===== src/rtl/bus_mux_if.sv =====
// bus_mux_if: source, select and result signals of the six-source register-transfer bus
interface bus_mux_if #(parameter int WIDTH = 8);
  logic [WIDTH-1:0] a;
  logic [WIDTH-1:0] b;
  logic [WIDTH-1:0] c;
  logic [WIDTH-1:0] d;
  logic [WIDTH-1:0] e;
  logic [WIDTH-1:0] f;
  logic S0;
  logic S1;
  logic S2;
  logic [WIDTH-1:0] out;
  logic sel_err;
  modport master (output a, b, c, d, e, f, S0, S1, S2, input out, sel_err);
  modport slave (input a, b, c, d, e, f, S0, S1, S2, output out, sel_err);
endinterface


===== src/rtl/bus_mux.sv =====
// bus_mux: six-source registered bus mux with illegal-select flag; define BUS_HOLD_INVALID_EN to hold out on select 6/7
module bus_mux #(parameter int WIDTH = 8) (
  input logic clk,
  input logic rst,
  bus_mux_if.slave bus
);
`ifdef BUS_HOLD_INVALID_EN
  localparam logic HOLD = 1'b1;
`else
  localparam logic HOLD = 1'b0;
`endif
  logic [2:0] sel;
  logic [WIDTH-1:0] out_d, out_q;
  logic sel_err_d, sel_err_q;
  // Decode the select; codes 6 and 7 flag an error and either clear or hold the bus
  always_comb begin
    sel = {bus.S2, bus.S1, bus.S0};
    sel_err_d = sel[2] & sel[1];
    out_d = sel == 3'd0 ? bus.a :
            sel == 3'd1 ? bus.b :
            sel == 3'd2 ? bus.c :
            sel == 3'd3 ? bus.d :
            sel == 3'd4 ? bus.e :
            sel == 3'd5 ? bus.f :
            HOLD ? out_q : '0;
  end
  // Register the bus value and error flag; reset clears both immediately
  always_ff @(posedge clk or posedge rst) begin
    if (rst) begin
      out_q <= '0;
      sel_err_q <= 1'b0;
    end else begin
      out_q <= out_d;
      sel_err_q <= sel_err_d;
    end
  end
  assign bus.out = out_q;
  assign bus.sel_err = sel_err_q;
endmodule


===== src/flat_wrapper.sv =====
// flat-port wrapper written by rule: the top's interface ports become plain ports
module bus_mux_flat 
#(parameter int WIDTH = 8)
  (clk, rst, bus_a, bus_b, bus_c, bus_d, bus_e, bus_f, bus_S0, bus_S1, bus_S2, bus_out, bus_sel_err);
  bus_mux_if #(.WIDTH(WIDTH)) bus_i ();
  input logic clk;
  input logic rst;
  input wire logic [$bits(bus_i.a)-1:0] bus_a;
  input wire logic [$bits(bus_i.b)-1:0] bus_b;
  input wire logic [$bits(bus_i.c)-1:0] bus_c;
  input wire logic [$bits(bus_i.d)-1:0] bus_d;
  input wire logic [$bits(bus_i.e)-1:0] bus_e;
  input wire logic [$bits(bus_i.f)-1:0] bus_f;
  input wire logic [$bits(bus_i.S0)-1:0] bus_S0;
  input wire logic [$bits(bus_i.S1)-1:0] bus_S1;
  input wire logic [$bits(bus_i.S2)-1:0] bus_S2;
  output wire logic [$bits(bus_i.out)-1:0] bus_out;
  output wire logic [$bits(bus_i.sel_err)-1:0] bus_sel_err;
  assign bus_i.a = bus_a;
  assign bus_i.b = bus_b;
  assign bus_i.c = bus_c;
  assign bus_i.d = bus_d;
  assign bus_i.e = bus_e;
  assign bus_i.f = bus_f;
  assign bus_i.S0 = bus_S0;
  assign bus_i.S1 = bus_S1;
  assign bus_i.S2 = bus_S2;
  assign bus_out = bus_i.out;
  assign bus_sel_err = bus_i.sel_err;
  bus_mux #(.WIDTH(WIDTH)) u_core (.clk(clk), .rst(rst), .bus(bus_i));
endmodule

===== config.mk =====
export PLATFORM = sky130hd
export DESIGN_NAME = bus_mux_flat
export DESIGN_NICKNAME = d
export VERILOG_FILES = /design/src/rtl/bus_mux_if.sv /design/src/rtl/bus_mux.sv /design/src/flat_wrapper.sv
export SDC_FILE = /design/constraint.sdc
export NUM_CORES = 1
export LEC_CHECK = 0
export CORE_MARGIN = 1
export CORE_UTILIZATION = 30
export CTS_CLUSTER_SIZE = 40
export DETAILED_ROUTE_END_ITERATION = 6
export PLACE_DENSITY = 0.77
export SYNTH_ARGS = -nofsm -noshare
export SYNTH_HDL_FRONTEND = slang
export SYNTH_SLANG_ARGS = --single-unit

===== constraint.sdc =====
create_clock -name clk -period 0.8 [get_ports clk]
set_input_delay 0.12 -clock clk [delete_from_list [all_inputs] [get_ports clk]]
set_output_delay 0.12 -clock clk [all_outputs]
set_load 0.05 [all_outputs]

## Yosys cells after proc, flatten, opt, wreduce, memory -nomap -nowiden

Index checks and enable logic that the tools add are counted.

- Bits in registers: 9
- Bits of input ports: 53
- Logic and storage cells: 15

- Equal/unequal tests: 5
- Muxes and demuxes: 6
- Bitwise logic cells: 1
- Reduce and logical (&&, ||, !) cells: 1

Operators by type and width:

| cell | number |
|---|---|
| 2-to-1 mux 8 bit | 6 |
| equality test 3 x 2 -> 1 bit, second input constant | 2 |
| equality test 3 bit, second input constant | 2 |
| equality test 3 x 1 -> 1 bit, second input constant | 1 |
| logical NOT 3 bit | 1 |
| bitwise AND 1 bit | 1 |

## Longest topological paths before layout

Gate-level depths: netlist (run 1).

- Depth after elaboration: 7
- Depth in mapped cells: 5
- Mapped depth without buffers: 3

## Worst setup path after synthesis (run 1)

OpenSTA, ideal clock, no wires.

- Kind: input to register
- From: in bus_S0
- To: reg u_core.out_q[5] (netlist: u_core.bus.out[5])
- Setup time: 0.127 ns
- Arrival time: 0.742 ns
- Slack: -0.069 ns
- Stages on the path: 5
- Path through: buf_6 > buf_8 > mux2i_1 > o22a_1 > o21ai_1

- Word-level cells in the longest chain between the ends: 7

Ends and longest elaborated chain:

| item | line | RTL |
|---|---|---|
| from (decl) | flat_wrapper.sv:14 | `input wire logic [$bits(bus_i.S0)-1:0] bus_S0;` |
| equality test 3 bit | bus_mux.sv:24 | `sel == 3'd5 ? bus.f :` |
| 2-to-1 mux 8 bit | bus_mux.sv:24 |  |
| 2-to-1 mux 8 bit | bus_mux.sv:23 | `sel == 3'd4 ? bus.e :` |
| 2-to-1 mux 8 bit | bus_mux.sv:22 | `sel == 3'd3 ? bus.d :` |
| 2-to-1 mux 8 bit | bus_mux.sv:21 | `sel == 3'd2 ? bus.c :` |
| 2-to-1 mux 8 bit | bus_mux.sv:20 | `sel == 3'd1 ? bus.b :` |
| 2-to-1 mux 8 bit (*) | bus_mux.sv:19 | `out_d = sel == 3'd0 ? bus.a :` |
| named net u_core.out_d[5] | bus_mux.sv:13 | `logic [WIDTH-1:0] out_d, out_q;` |
| to (signal assigned) | bus_mux.sv:33 | `out_q <= out_d;` |
| to (decl) | bus_mux.sv:13 |  |

Mark *: on every way through the listed nets, which the timed path passes. The rest lies on a longest branch.

## Final worst setup path (run 1)

- From: reg u_core.out_q[3] (netlist: u_core.bus.out[3])
- To: out bus_out[3]

RTL lines:

| item | line | RTL |
|---|---|---|
| to (decl) | flat_wrapper.sv:17 | `output wire logic [$bits(bus_i.out)-1:0] bus_out;` |

No word-level cell between the ends.

==> run_results.csv, run 1 <==
group,metric,value,unit
outcome,status,"finished, violations left",
outcome,violations,"negative setup slack",
power_and_ir_drop,p_switching,0.559,mW
clocking,cts_root_buffer,"clkbuf_4",
critical_path,worst_setup_path_start_kind,"register",
layout,synthToLayoutAreaGrowth,129,%
floorplanning,ios,62,
power_and_ir_drop,p_seq_share,30.0,%
job,maxCapViolations,0,
layout,drive_above_1_share,20.0,%
synthesis,netlist_area,671,um2
synthesis,yosysTopAreaCell,"mux2i_1",
clocking,h-tree-depth,1,
critical_path,critPathArrivalTime,0.82,ns
synthesis,yosys_warnings,0,
synthesis,yosys-top-cells-count,"mux2i_1, dfrtp_1, o21ai_1, o22a_1",
synthesis,async_flop_share,100,%
critical_path,worst-path-max-fanout,1,
detailed_routing,dr.first_iter.drc_count,9,
detailed_routing,drc_errors,0,
floorplanning,die_h,49.3,um
sta,slew_viol_final,0,
placed_design,dp_hpwl,1.91,mm
power_and_ir_drop,internal-power,1.23,mW
sta,fin_tns_setup,-1.22,ns
critical_path,crit_buf_inv,1,
critical_path,max_stage_delay,0.40,ns
synthesis,synth_nets,112,
detailed_routing,routed_wirelength,2.54,mm
power_and_ir_drop,p_clk_share,19.9,%
hold_path,hold_class,"input pin to asynchronous set/reset pin",
clocking,cts_tree,"yes",
global_routing,grt_pass1_vias,743,
floorplanning,dieArea,0.00243,mm2
floorplanning,start_util,33.2,%
sta,hold_viol_final,0,
detailed_routing,vias,758,
power_and_ir_drop,irDropWorstVdd,1200,uV
synthesis,yosysUniqueCellTypes,15,
synthesis,ys_seq_elements,9,
critical_path,endpoint_kind,"output port",
placed_design,place_inst,146,
layout,fill_cells,135,
power_and_ir_drop,switching_share,31.3,%
floorplanning,die_w,49.3,um
synthesis,netlist.area_leader.share,34.3,%
sta,clock.fmax,1.06,GHz
global_routing,grt_use_total,22.2,%
clocking,clock-sinks,9,
synthesis,ys.flop_type,"dfrtp_1",
synthesis,synthCells,59,
critical_path,cp_slowest_cell,"dfrtp_1",
synthesis,yosysSeqAreaShare,33.6,%
placed_design,place.gp.congestion,0.696,
synthesis,synth-edff-count,0,
power_and_ir_drop,power_frac_comb,50.1,%
sta,min_period,0.944,ns
detailed_routing,final_antenna_net_count,0,
sta,tightest_slew,0.348,ns
critical_path,path_delay_family,"flip-flops",
detailed_routing,wire_per_inst,16.7,um
sta,relSlewSlack,76.8,%
critical_path,critPathRequiredTime,0.68,ns
global_routing,grt_first_pass_wirelength,3.86,mm
power_and_ir_drop,p_per_area,1160,mW/mm2
synthesis,synthTopCellsByArea,"mux2i_1, dfrtp_1, o22a_1",
detailed_routing,dr.pass1.iters,4,
sta,setup_viol,10,
placed_design,io_buffers,61,
floorplanning,core-area,0.00202,mm2
clocking,clock_path_buffers,2,
global_routing,antenna_found_initial,0,
detailed_routing,avgViaCountPerCell,4.99,
global_routing,grt_start_max_net_pins,12,
global_routing,grt-ovfl-total,0,
critical_path,path_cells,"buf_12",
floorplanning,num_rows,16,
layout,fin_cells,152,
power_and_ir_drop,leakage,0.743,nW
layout,final_util,76.1,%
clocking,clk_pin_slew_worst_paths,0.06,ns
synthesis,synth.most_common_cell,"mux2i_1",
clocking,cts_inserted_buffers,3,
layout,antenna_cells,0,
sta,setup_slack,-0.144,ns
layout,finalNetCount,179,
sta,rsz0062_at_grt,"yes",
sta,min_period_over_period,118,%
synthesis,synth.avg_cell_area,11.4,um2
critical_path,worstSetupPathType,"register to output port",
## final cells by class
class / instances / area (um2) / area share, %
Clock buffer: 4 / 26.3 / 1.71
Inverter: 1 / 3.75 / 0.244
Multi-Input combinational cell: 45 / 423 / 27.5
Sequential cell: 9 / 225 / 14.6
Tap cell: 27 / 33.8 / 2.20
Timing Repair Buffer: 66 / 827 / 53.7
## stage by stage
stage	power (mW)	setup slack, ns	hold slack (ns)	cell area (um2)
global route	1.86	-0.161	0.150	1540
finish	1.79	-0.144	0.116	1540
detailed placement	1.39	-0.630	0.412	1400
floorplan	0.890	-0.0278	-0.0521	686
global placement	1.38	-0.611	0.404	1400
CTS	1.79	-0.153	0.125	1500
## registers in the layout, summed over array words and instances (netlist names)
name                count
u_core.bus.out          8
u_core.bus.sel_err      1
## repair_timing
item,CTS,global route
pin swaps,6,8
endpoints found under the hold margin,0,0
hold buffers,0,0
buffers inserted,0,0
gates resized for setup,18,12
setup endpoints to repair,17,14
cloned,2,0
## cell families (layout without fill, tap and decap cells)
logic type,after synthesis,count (layout),share of synthesized area (%)
compound gates,17,17,19.2
buf+inv,5,71,8.21
flops,9,9,33.6
mux,23,23,34.3
simple gates,5,5,4.67
## worst paths after layout
check / depth (start not counted) / end / slack (ns) / startpoint
max: 1 / bus_out[3] / -0.14 / u_core.bus.out[3]
min: 2 / u_core.bus.out[0] / 0.12 / rst
max in group asynchronous: 2 / u_core.bus.out[6] / 0.42 / rst
min in group clk: 2 / u_core.bus.sel_err / 0.24 / bus_S1
## cell usage in the layout (no fill, tap or decap)
cell	n
nor2b_4	1
dfrtp_1	9
mux2i_4	1
o21a_1	1
buf_16	2
clkdlybuf4s15_1	1
clkbuf_4	3
clkbuf_1	1
mux2i_1	22
buf_12	11
nand2b_2	1
a211oi_4	1
a211oi_2	1
and2_1	1
or2_4	1
dlymetal6s2s_1	10
clkdlybuf4s15_2	1
inv_1	1
clkdlybuf4s50_1	39
nand2b_1	1
buf_4	2
o22a_1	7
o21ai_1	7
## power by group through the flow
stage               clock [mW]  combinational, mW  sequential (mW)
floorplan                    0              0.211            0.679
global route             0.385              0.938            0.539
detailed placement           0              0.846            0.546
global placement             0              0.835            0.544
finish                   0.356              0.896            0.536
CTS                      0.362              0.895            0.537
## routing by layer
metal  wire length, um  share of wire (%)  vias to the layer above  track usage [%]
met1              1080                 43                      350             27.9
met4                30                1.2                        0             7.35
li1                  -                  -                      356                -
met2              1210                 48                       48             35.8
met5                 0                  0                        -                0
met3               218                8.6                        4             6.85
No activity file was read; power rests on OpenSTA's default activity.
==> run 2: changes to the inputs <==
CORE_UTILIZATION = 31   (was 30)
CTS_BUF_LIST = sky130_fd_sc_hd__clkbuf_8   (was default)
PLACE_DENSITY = 0.79   (was 0.77)
==> run_results.csv, run 2 (same netlist as run 1, synthesis figures left out) <==
group,metric,value,unit
placed_design,dp_hpwl,1.94,mm
sta,min_period,0.932,ns
floorplanning,num_rows,16,
clocking,clk_pin_slew_worst_paths,0.05,ns
critical_path,cp_slowest_cell,"dfrtp_1",
placed_design,place_inst,147,
floorplanning,dieArea,0.00235,mm2
critical_path,path_cells,"buf_12",
layout,multiInputGateArea,414,um2
placed_design,place.gp.congestion,0.786,
critical_path,critPathArrivalTime,0.81,ns
layout,largest_register_ffs,8,
sta,setup_viol,9,
layout,finalNetCount,180,
critical_path,worst_setup_path_start_kind,"register",
layout,fin_cells,153,
global_routing,antenna_found_initial,0,
global_routing,grt_pass1_vias,817,
critical_path,endpoint_kind,"output port",
clocking,ctsHoldBuffers,0,
clocking,cts_inserted_buffers,3,
critical_path,max_stage_delay,0.41,ns
clocking,clock_path_buffers,2,
sta,hold_viol_final,0,
layout,final_area,0.00156,mm2
layout,final_common_cell,"clkdlybuf4s50_1",
layout,regArea,225,um2
critical_path,path_delay_family,"flip-flops",
global_routing,grt_start_max_net_pins,11,
layout,fill_cells,121,
placed_design,place_area,0.00141,mm2
sta,hold_slack,0.140,ns
sta,clock.fmax,1.07,GHz
sta,fin_tns_setup,-1.00,ns
layout,final_util,77.9,%
power_and_ir_drop,irDropWorstVdd,1110,uV
floorplanning,start_util,33.5,%
global_routing,grt_first_pass_wirelength,4.12,mm
detailed_routing,drc_errors,0,
layout,drive_above_1_share,23.0,%
detailed_routing,final_antenna_net_count,0,
detailed_routing,wire_per_inst,18.1,um
critical_path,worst-path-max-fanout,1,
power_and_ir_drop,p_per_area,1260,mW/mm2
layout,antenna_cells,0,
detailed_routing,dr.first_iter.drc_count,7,
detailed_routing,routed_wirelength,2.76,mm
clocking,cts_root_buffer,"clkbuf_8",
detailed_routing,vias,776,
clocking,h-tree-depth,1,
job,maxCapViolations,0,
hold_path,hold_class,"input pin to asynchronous set/reset pin",
sta,min_period_over_period,117,%
clocking,postCtsSetupBuffers,0,
power_and_ir_drop,leakage,0.810,nW
placed_design,io_buffers,61,
power_and_ir_drop,power.total,1.96,mW
sta,tightest_slew,0.348,ns
floorplanning,die_w,48.5,um
clocking,clock-sinks,9,
global_routing,grt_use_total,23.6,%
detailed_routing,dr.pass1.iters,4,
sta,setup_slack,-0.132,ns
critical_path,crit_buf_inv,1,
sta,relSlewSlack,76.8,%
sta,rsz0062_at_grt,"yes",
placed_design,place_ws,-0.624,ns
layout,synthToLayoutAreaGrowth,133,%
floorplanning,ios,62,
sta,slew_viol_final,0,
clocking,cts_tree,"yes",
layout,layout_common_cells,"clkdlybuf4s50_1, mux2i_1, dlymetal6s2s_1, buf_12, dfrtp_1",
outcome,status,"finished, violations left",
critical_path,worstSetupPathType,"register to output port",
detailed_routing,avgViaCountPerCell,5.07,
critical_path,critPathRequiredTime,0.68,ns
global_routing,grt-ovfl-total,0,
outcome,violations,"negative setup slack",
floorplanning,die_h,48.5,um
floorplanning,core-area,0.00200,mm2
==> run 2: cell type report <==
cell class	instances	area share, %
clock buffers	3	2.65
repair buffers	67	53.7
multi-input cells	45	26.5
inverters	1	0.241
flip-flops and latches	9	14.4
clock inverters	1	0.241
well taps	27	2.17
==> run 2: path summary, 6_finish.rpt <==
path,start,end,slack (ns),cells after the start
min in group clk,bus_S1,u_core.bus.sel_err,0.17,2
worst max-delay path,u_core.bus.out[0],bus_out[0],-0.13,1
worst min-delay path,rst,u_core.bus.out[3],0.14,2
max in group asynchronous,rst,u_core.bus.out[6],0.41,2
==> run 2: repair_timing <==
item,in CTS,in global routing
resized for setup,20,21
pin swaps,5,8
setup endpoints to repair,17,16
cloned,1,1
==> run 2: report_power, final <==
group,internal [mW],leakage [nW],switching [mW]
Sequential,0.501,0.113,0.0411
Combinational,0.525,0.670,0.366
Clock,0.335,0.0269,0.192
==> run 2: layer usage <==
layer	share of wire, %	up-vias	global-route usage, %
met4	2.3	0	10.8
met5	0	-	0
met2	50	59	40.4
met3	12	9	6.92
met1	36	352	27.2
li1	-	356	-
